`config.mk`:
```
export PLATFORM = sky130hd
export DESIGN_NAME = lsu
export DESIGN_NICKNAME = d
export VERILOG_FILES = /design/src/rtl/lsu.sv
export SDC_FILE = /design/constraint.sdc
export NUM_CORES = 1
export LEC_CHECK = 0
export BUFFER_PORTS_ARGS = -buffer_cell sky130_fd_sc_hd__buf_4
export CAP_MARGIN = 30
export CORE_MARGIN = 3
export CORE_UTILIZATION = 40
export DETAILED_ROUTE_END_ITERATION = 10
export PLACE_DENSITY = 0.63
export SLEW_MARGIN = 25
export SYNTH_ARGS = -nofsm -noshare
export SYNTH_HDL_FRONTEND = slang
export SYNTH_SLANG_ARGS = --single-unit
```
`constraint.sdc`:
```
create_clock -name i_clk -period 4.2 [get_ports i_clk]
set_input_delay 0.42 -clock i_clk [delete_from_list [all_inputs] [get_ports i_clk]]
set_output_delay 0.42 -clock i_clk [all_outputs]
set_load 0.02 [all_outputs]
```
`src/rtl/lsu.sv`:
```
// RV32I load/store unit: word bus with req/ack, byte masks, store replication, load extension, watchdog.
// Optional feature macro LSU_MISALIGN_TRAP_EN: reject misaligned accesses instead of forcing alignment.
module lsu #(
    parameter int TIMEOUT_CYC = 255
) (
    input  logic        i_clk,
    input  logic        i_rst_n,
    input  logic        i_lsu_valid,
    input  logic        i_lsu_wren,
    input  logic [2:0]  i_funct3,
    input  logic [31:0] i_addr,
    input  logic [31:0] i_st_data,
    output logic        o_stall,
    output logic [31:0] o_ld_data,
    output logic        o_ld_valid,
    output logic        o_bus_err,
    output logic        o_misaligned,
    output logic        o_mem_req,
    output logic        o_mem_we,
    output logic [31:0] o_mem_addr,
    output logic [31:0] o_mem_wdata,
    output logic [3:0]  o_mem_bmask,
    input  logic        i_mem_ack,
    input  logic [31:0] i_mem_rdata
);

    typedef enum logic [1:0] {S_IDLE, S_BUS, S_RESP} state_t;

    localparam bit          LP_WD_EN = (TIMEOUT_CYC != 0);
    localparam logic [31:0] LP_LAST  = 32'(TIMEOUT_CYC - 1);

    state_t      r_state;
    state_t      w_next;

    logic [29:0] r_waddr;
    logic        r_we;
    logic [31:0] r_wdata;
    logic [3:0]  r_bmask;
    logic [1:0]  r_size;
    logic        r_uns;
    logic [1:0]  r_off;
    logic        r_err;
    logic [31:0] r_ld_data;
    logic [31:0] r_cnt;

    logic [1:0]  w_size;
    logic [1:0]  w_off;
    logic        w_mis;
    logic [3:0]  w_bmask;
    logic [31:0] w_wdata;
    logic [31:0] w_shift;
    logic [31:0] w_ext;
    logic        w_wd_exp;
    logic        w_accept;

    // Size encoding: 0 = byte, 1 = half, 2 = word (funct3 size 11 folds into word).
    always_comb begin
        case (i_funct3[1:0])
            2'b00:   w_size = 2'd0;
            2'b01:   w_size = 2'd1;
            default: w_size = 2'd2;
        endcase
    end

`ifdef LSU_MISALIGN_TRAP_EN
    logic r_mis;
    assign w_off = i_addr[1:0];
    assign w_mis = ((w_size == 2'd1) && i_addr[0]) ||
                   ((w_size == 2'd2) && (i_addr[1:0] != 2'b00));
    assign o_misaligned = (r_state == S_RESP) && r_mis;
`else
    assign w_off = (w_size == 2'd0) ? i_addr[1:0] :
                   (w_size == 2'd1) ? {i_addr[1], 1'b0} : 2'b00;
    assign w_mis = 1'b0;
    assign o_misaligned = 1'b0;
`endif

    always_comb begin
        case (w_size)
            2'd0:    begin w_bmask = 4'b0001 << w_off;              w_wdata = {4{i_st_data[7:0]}};  end
            2'd1:    begin w_bmask = 4'b0011 << {w_off[1], 1'b0};   w_wdata = {2{i_st_data[15:0]}}; end
            default: begin w_bmask = 4'b1111;                        w_wdata = i_st_data;            end
        endcase
    end

    // Halfword offsets are always even here, so a byte-granular shift serves both sizes.
    assign w_shift = i_mem_rdata >> {r_off, 3'b000};

    always_comb begin
        case (r_size)
            2'd0:    w_ext = r_uns ? {24'd0, w_shift[7:0]}  : {{24{w_shift[7]}}, w_shift[7:0]};
            2'd1:    w_ext = r_uns ? {16'd0, w_shift[15:0]} : {{16{w_shift[15]}}, w_shift[15:0]};
            default: w_ext = i_mem_rdata;
        endcase
    end

    assign w_wd_exp = LP_WD_EN && (r_cnt == LP_LAST) && !i_mem_ack;
    assign w_accept = (r_state == S_IDLE) && i_lsu_valid;

    always_ff @(posedge i_clk or negedge i_rst_n) begin
        if (!i_rst_n) r_state <= S_IDLE;
        else          r_state <= w_next;
    end

    always_comb begin
        w_next = r_state;
        case (r_state)
            S_IDLE: if (i_lsu_valid) w_next = w_mis ? S_RESP : S_BUS;
            S_BUS:  if (i_mem_ack || w_wd_exp) w_next = S_RESP;
            default: w_next = S_IDLE;
        endcase
    end

    always_ff @(posedge i_clk or negedge i_rst_n) begin
        if (!i_rst_n) begin
            r_waddr   <= '0;
            r_we      <= 1'b0;
            r_wdata   <= '0;
            r_bmask   <= '0;
            r_size    <= '0;
            r_uns     <= 1'b0;
            r_off     <= '0;
            r_err     <= 1'b0;
            r_ld_data <= '0;
            r_cnt     <= '0;
`ifdef LSU_MISALIGN_TRAP_EN
            r_mis     <= 1'b0;
`endif
        end else if (w_accept) begin
            r_waddr <= i_addr[31:2];
            r_we    <= i_lsu_wren;
            r_wdata <= w_wdata;
            r_bmask <= w_bmask;
            r_size  <= w_size;
            r_uns   <= i_funct3[2];
            r_off   <= w_off;
            r_err   <= 1'b0;
            r_cnt   <= '0;
`ifdef LSU_MISALIGN_TRAP_EN
            r_mis   <= w_mis;
            if (w_mis) r_ld_data <= '0;
`endif
        end else if (r_state == S_BUS) begin
            if (i_mem_ack) begin
                r_ld_data <= r_we ? 32'd0 : w_ext;
            end else if (w_wd_exp) begin
                r_err     <= 1'b1;
                r_ld_data <= '0;
            end else begin
                r_cnt <= r_cnt + 32'd1;
            end
        end
    end

    // Bus fields are only presented while the request is outstanding.
    assign o_mem_req   = (r_state == S_BUS);
    assign o_mem_we    = o_mem_req & r_we;
    assign o_mem_addr  = o_mem_req ? {r_waddr, 2'b00} : 32'd0;
    assign o_mem_wdata = o_mem_req ? r_wdata : 32'd0;
    assign o_mem_bmask = o_mem_req ? r_bmask : 4'd0;

    assign o_stall    = i_rst_n & (w_accept | (r_state == S_BUS));
    assign o_ld_data  = r_ld_data;
    assign o_bus_err  = (r_state == S_RESP) && r_err;
`ifdef LSU_MISALIGN_TRAP_EN
    assign o_ld_valid = (r_state == S_RESP) && !r_we && !r_err && !r_mis;
`else
    assign o_ld_valid = (r_state == S_RESP) && !r_we && !r_err;
`endif

endmodule
```
; Word level (Yosys, flattened, before mapping)
; Index checks and enable logic that the tools add are counted.
[totals]
out_inout_bits = 106
input_bits = 104
regBits = 139
[classes]
shift = 3
n_bitwise = 4
muxes = 25
eq_ne = 10
n_addsub = 1
reduce_logical = 20
[ops]
columns = operator, n
row1 = 32-bit 2-to-1 mux, 11
row2 = 32-bit one-hot mux with 2 select lines, 2
row3 = 32-bit by 1-bit adder with 32-bit output (second input constant), 1
row4 = 32-bit by 8-bit equality test with 1-bit output (second input constant), 1
row5 = 32-bit by 5-bit right shift with 16-bit output, 1
row6 = 3-bit AND reduction, 3
row7 = 2-bit by 1-bit equality test with 1-bit output (second input constant), 4
row8 = 2-bit zero test, 4
row9 = 2-bit 2-to-1 mux, 4
row10 = 2-bit one-hot mux with 2 select lines, 2
row11 = 4-bit one-hot mux with 2 select lines, 1
row12 = 2-bit by 1-bit inequality test with 1-bit output (second input constant), 3
row13 = 2-bit nonzero test, 3
row14 = 1-bit logical AND, 5
row15 = 1-bit 2-to-1 mux, 4
row16 = 4-bit 2-to-1 mux, 1
row17 = 1-bit by 2-bit left shift with 4-bit output (first input constant), 1
row18 = 2-bit by 2-bit left shift with 4-bit output (first input constant), 1
row19 = 1-bit zero test, 3
row20 = 1-bit bitwise AND, 2
row21 = 2-bit equality test (second input constant), 1
row22 = 2-bit inequality test (second input constant), 1
row23 = 2-bit AND reduction, 1
row24 = 1-bit logical OR, 1
row25 = 2 further kinds, 2

; Depth between registers and ports, before layout
[logic_depth]
ltp_word = 7
ltp_mapped = 9
depth_no_buf = 8

; Least setup slack after synthesis
; Ideal clock, no wire load.
[synth_path]
kind = register to register
start = register r_cnt[0]
end = register r_ld_data[30], in the netlist o_ld_data[30]
stages_incl_launch_ff = 9
t_required_ns = 4.079
setup_slack_ns = 1.906
arrival_time_ns = 2.173
synth_period_minus_slack_ns = 2.294
setup_time_ns = 0.121
cell_sequence = dfrtp_1 > inv_1 > ha_1 > or4b_1 > or4_4 > o21ai_2 > nand2_2 > buf_6 > a22o_1
[synth_between]
elab_chain_cells = 4
[synth_rtl]
columns = item, line
row1 = "start, declared", 44  ; logic [31:0] r_cnt;
row2 = "start signal, assigned", 150  ; r_cnt <= r_cnt + 32'd1;
row3 = 32-bit by 8-bit equality test with 1-bit output, 97  ; assign w_wd_exp = LP_WD_EN && (r_cnt == LP_LAST) && !i_mem_ack;
row4 = 1-bit logical AND, 97
row5 = 2-bit nonzero test (no source line), n/a
row6 = 3-bit AND reduction (no source line), n/a
row7 = "end signal, assigned", 145  ; r_ld_data <= r_we ? 32'd0 : w_ext;
row8 = "end, declared", 43  ; logic [31:0] r_ld_data;
; Every way passes these cells.
; A chain may end at the register's enable or synchronous reset.

; Final worst setup path
[layout_path]
start = register r_state[1]
end = output o_mem_wdata[8]
[layout_between]
elab_chain_cells = 2
[layout_rtl]
columns = item, line
row1 = "start, declared", 32  ; state_t r_state;
row2 = "start signal, assigned", 102  ; else r_state <= w_next;
row3 = 2-bit by 1-bit equality test with 1-bit output, 156  ; assign o_mem_req = (r_state == S_BUS);
row4 = 32-bit 2-to-1 mux, 159  ; assign o_mem_wdata = o_mem_req ? r_wdata : 32'd0;
row5 = "end, declared", 21  ; output logic [31:0] o_mem_wdata,
; Every way passes these cells.

==> results by group <==
Timing
  • Fin crit share: 68.3%
  • Clock Skew: ~0.0077 ns
  • Worst slew margin: between 30% and 40%
  • Final Setup Violations: 0
  • Final-report max-slew violation count: 0
  • Final worst path period need: about 2.9 ns
  • Final hold viol count: 0
  • Unrepaired setup endpoints after global routing: false
  • Achievable Freq: between 300 and 400 MHz
  • TNS Setup: 0 ns
  • Worst Tran Pin Value: slightly above 0.9 ns

Critical path
  • Data arrival, critical path: roughly 2.5 ns
  • Reg2Reg Capture Point: o_ld_data[5]
  • FF-to-FF Start: r_cnt[0]
  • Critical path startpoint category: flop
  • Worst Path Required: 3.78 ns
  • Critical path, cell by cell: nand2b_1 > inv_1 > buf_4 > and2_1 > buf_4
  • CP max stage delay: about 0.62 ns
  • Most frequent cell on the critical path: buf_4
  • Peak fanout along the critical path: 39
  • CP Buf/Inv Count: 3
  • Setup CP Type: flop to primary output
  • Register-to-register setup slack: around 1.5 ns
  • Setup crit end kind: primary output
  • Worst R2R Path Depth: 8
  • Slowest CP cell: inv_1
  • Top delay family on crit path: buffers and inverters

Min path
  • Worst hold path type: input pin to asynchronous set/reset pin

Clock network
  • Clk sinks: 139
  • Setup repair bufs after CTS: 0
  • CTS tree: built
  • Clock root buffer: clkbuf_16
  • Clock Latency Late Sink: around 0.42 ns
  • # H-tree levels: 4
  • Cts hold-fix bufs: 0
  • CTS Buf Count: 17
  • CTS clk-pin slew, worst paths: approximately 0.060 ns
  • Bufs on Longest Clock Path: 2
  • CTS resizes: 0

Yosys
  • Post-synthesis sequential area ratio: a little under 50%
  • Count of state elements after synthesis: ~140
  • Ys Warns: 0
  • Ys async rst share: 100%
  • Yosys cell types: 55
  • Mapped Cells: between 700 and 800
  • Post-synth EDFFs: 0
  • Main synth FF type: dfrtp_1
  • Syn Area/Cell: around 9.2 µm²
  • Post-Syn Area: between 7000 and 8000 µm²

Global routing
  • Number of global-route vias before repair: between 5000 and 6000
  • Largest net degree at the start of global routing: between 80 and 90
  • Initial antenna violation count: 0
  • Grt ovf: 0
  • Gr usage total: between 10% and 20%
  • Global-route wire length before repair: 31300 µm

Floorplan
  • Site row count: 48
  • Total die area: between 15000 and 20000 µm²
  • Initial core utilization: about two fifths
  • IO Count: between 200 and 250
  • DIE HEIGHT: around 140 µm
  • Die X: between 100 and 150 µm
  • Core area: 17400 µm²

Finish
  • Syn-to-layout area delta: 32.0%
  • Fillers: 1633
  • Footprint of the multi-input gates: between 3000 and 4000 µm²
  • Most frequent cells in the layout: 211 x buf_4, 168 x nand2_1, 139 x dfrtp_1, 69 x and2_1, 49 x nor2_1
  • Share of cells above drive strength 1: about 27%
  • Commonest non-fill, non-tap cell in the layout: buf_4
  • Post-layout util: 54.1%
  • Post-layout nets: between 1000 and 1500
  • Register area: ~3500 µm²
  • # diodes: 0

Drt
  • Post-route DRC: 0
  • Drt via density: 5.09
  • Detailed Routing Iterations Pass 1: 4
  • Routed len/inst: 16.3 µm
  • WL final: 19500 µm
  • Via Count: 6084
  • Initial DRC Count: between 400 and 500
  • Routed Antenna Nets: 0

Power and ir drop
  • Worst vdd ir: ~0.00032 V
  • Leak: 4.59 nW
  • Cell area power density: about 590 nW/µm²

Placement
  • GPL Wtd Cong: just over 0.8
  • Port Buffers: approximately 210
  • HPWL after DPL: roughly 14000 µm

Job
  • Max Cap Viol: 0

Run status
  • Status: finished, final reports clean
## cell usage after synthesis (3+ instances only)
cell type | n | share of area [%]
o31ai_1 | 6 | 0.63
nand3_1 | 18 | 1.3
nand4_1 | 12 | 1.1
o221ai_1 | 8 | 0.99
nand2_1 | 169 | 8.9
a22o_1 | 16 | 2.0
o211ai_1 | 5 | 0.53
o21ai_0 | 40 | 2.8
or3_1 | 7 | 0.62
dfrtp_1 | 139 | 49
nor2_1 | 49 | 2.6
nor4_2 | 3 | 0.53
o21ai_2 | 6 | 0.74
clkbuf_1 | 36 | 1.9
buf_1 | 7 | 0.37
a21oi_1 | 17 | 1.2
nor3_1 | 3 | 0.21
and3_1 | 4 | 0.35
a211oi_1 | 8 | 0.84
and2_1 | 70 | 6.2
inv_1 | 16 | 0.84
o2bb2ai_1 | 8 | 0.99
or4_1 | 4 | 0.42
mux2i_1 | 34 | 4.8
buf_4 | 3 | 0.32
a21oi_2 | 5 | 0.62
buf_6 | 4 | 0.63
nand2b_1 | 21 | 1.8
nor2b_1 | 3 | 0.26
nor4_1 | 3 | 0.26
xor2_1 | 16 | 2.0
a2bb2oi_1 | 7 | 0.86
## layer usage
layer	wire length, µm	share of wire [%]	track usage (%)	vias to the layer above
li1	-	-	-	3005
met1	8430	43	26.3	2915
met2	9960	51	33.1	144
met3	821	4.2	4.23	20
met4	284	1.5	5.10	0
met5	0	0	0	-
## logic make-up (layout without fill, tap and decap cells)
group / after synthesis / after routing / share of synthesized area, %
AO/OA/AOI/OAI: 136 / 136 / 13.2
AND/OR/NAND/NOR: 379 / 379 / 26.1
adder cells (fa/ha/maj): 2 / 2 / 0.352
XOR/XNOR: 16 / 16 / 1.97
multiplexers: 35 / 35 / 4.94
buffers and inverters: 69 / 261 / 4.49
other: 1 / 3 / 0.0527
flip-flops: 139 / 139 / 48.9
## power by group
group,internal (W),leakage (nW),switching (W)
clock network,0.000963,0.303,0.000609
registers,0.00175,1.79,0.000266
logic,0.000833,2.50,0.00114
## sequential cells by signal (all words and copies together) (netlist names)
signal	count
r_off	2
r_size	2
o_ld_data	32
r_uns	1
r_we	1
r_state	2
r_wdata	32
r_bmask	4
r_err	1
r_cnt	32
r_waddr	30
## area by class of cell
class	instances	share of cell area, %
Clock buffer	18	4.68
Inverter	16	0.640
Multi-Input combinational cell	571	35.5
Clock inverter	14	1.93
Timing Repair Buffer	213	17.2
Tap cell	225	3.00
Sequential cell	139	37.1
## worst max path at each step
stage | startpoint | to | slack, ns | cells after the start
after floorplan | r_cnt[0] | o_ld_data[30] | 1.91 | 8
after global placement | r_cnt[0] | o_ld_data[6] | 1.50 | 8
after detailed placement | r_cnt[0] | o_ld_data[1] | 1.44 | 8
after CTS | r_state[1] | o_mem_wdata[8] | 1.31 | 5
after global routing | r_state[1] | o_mem_bmask[0] | 1.09 | 5
final | r_state[1] | o_mem_wdata[8] | 1.33 | 5
## through the flow
stage	worst slack [ns]	area (µm²)	instances	power, W	hold WS [ns]
2_1_floorplan	1.91	7120	779	0.00321	0.124
3_3_place_gp	1.50	8740	1162	0.00399	0.448
3_5_place_dp	1.44	8760	1164	0.00403	0.454
4_1_cts	1.31	9380	1196	0.00562	0.0919
5_1_grt	1.09	9390	1196	0.00591	0.107
6_report	1.33	9390	1196	0.00556	0.0483
## worst reg2reg max path: stages, from the launching register on
cell and delay [ns]:
dfrtp_1 0.43, inv_1 0.08, ha_1 0.14, or4b_1 0.43, or4_4 0.58, o21ai_2 0.14, nand2_2 0.32, inv_1 0.38
o21ai_0 0.12
Note: power is estimated with default switching activity, not from simulation.
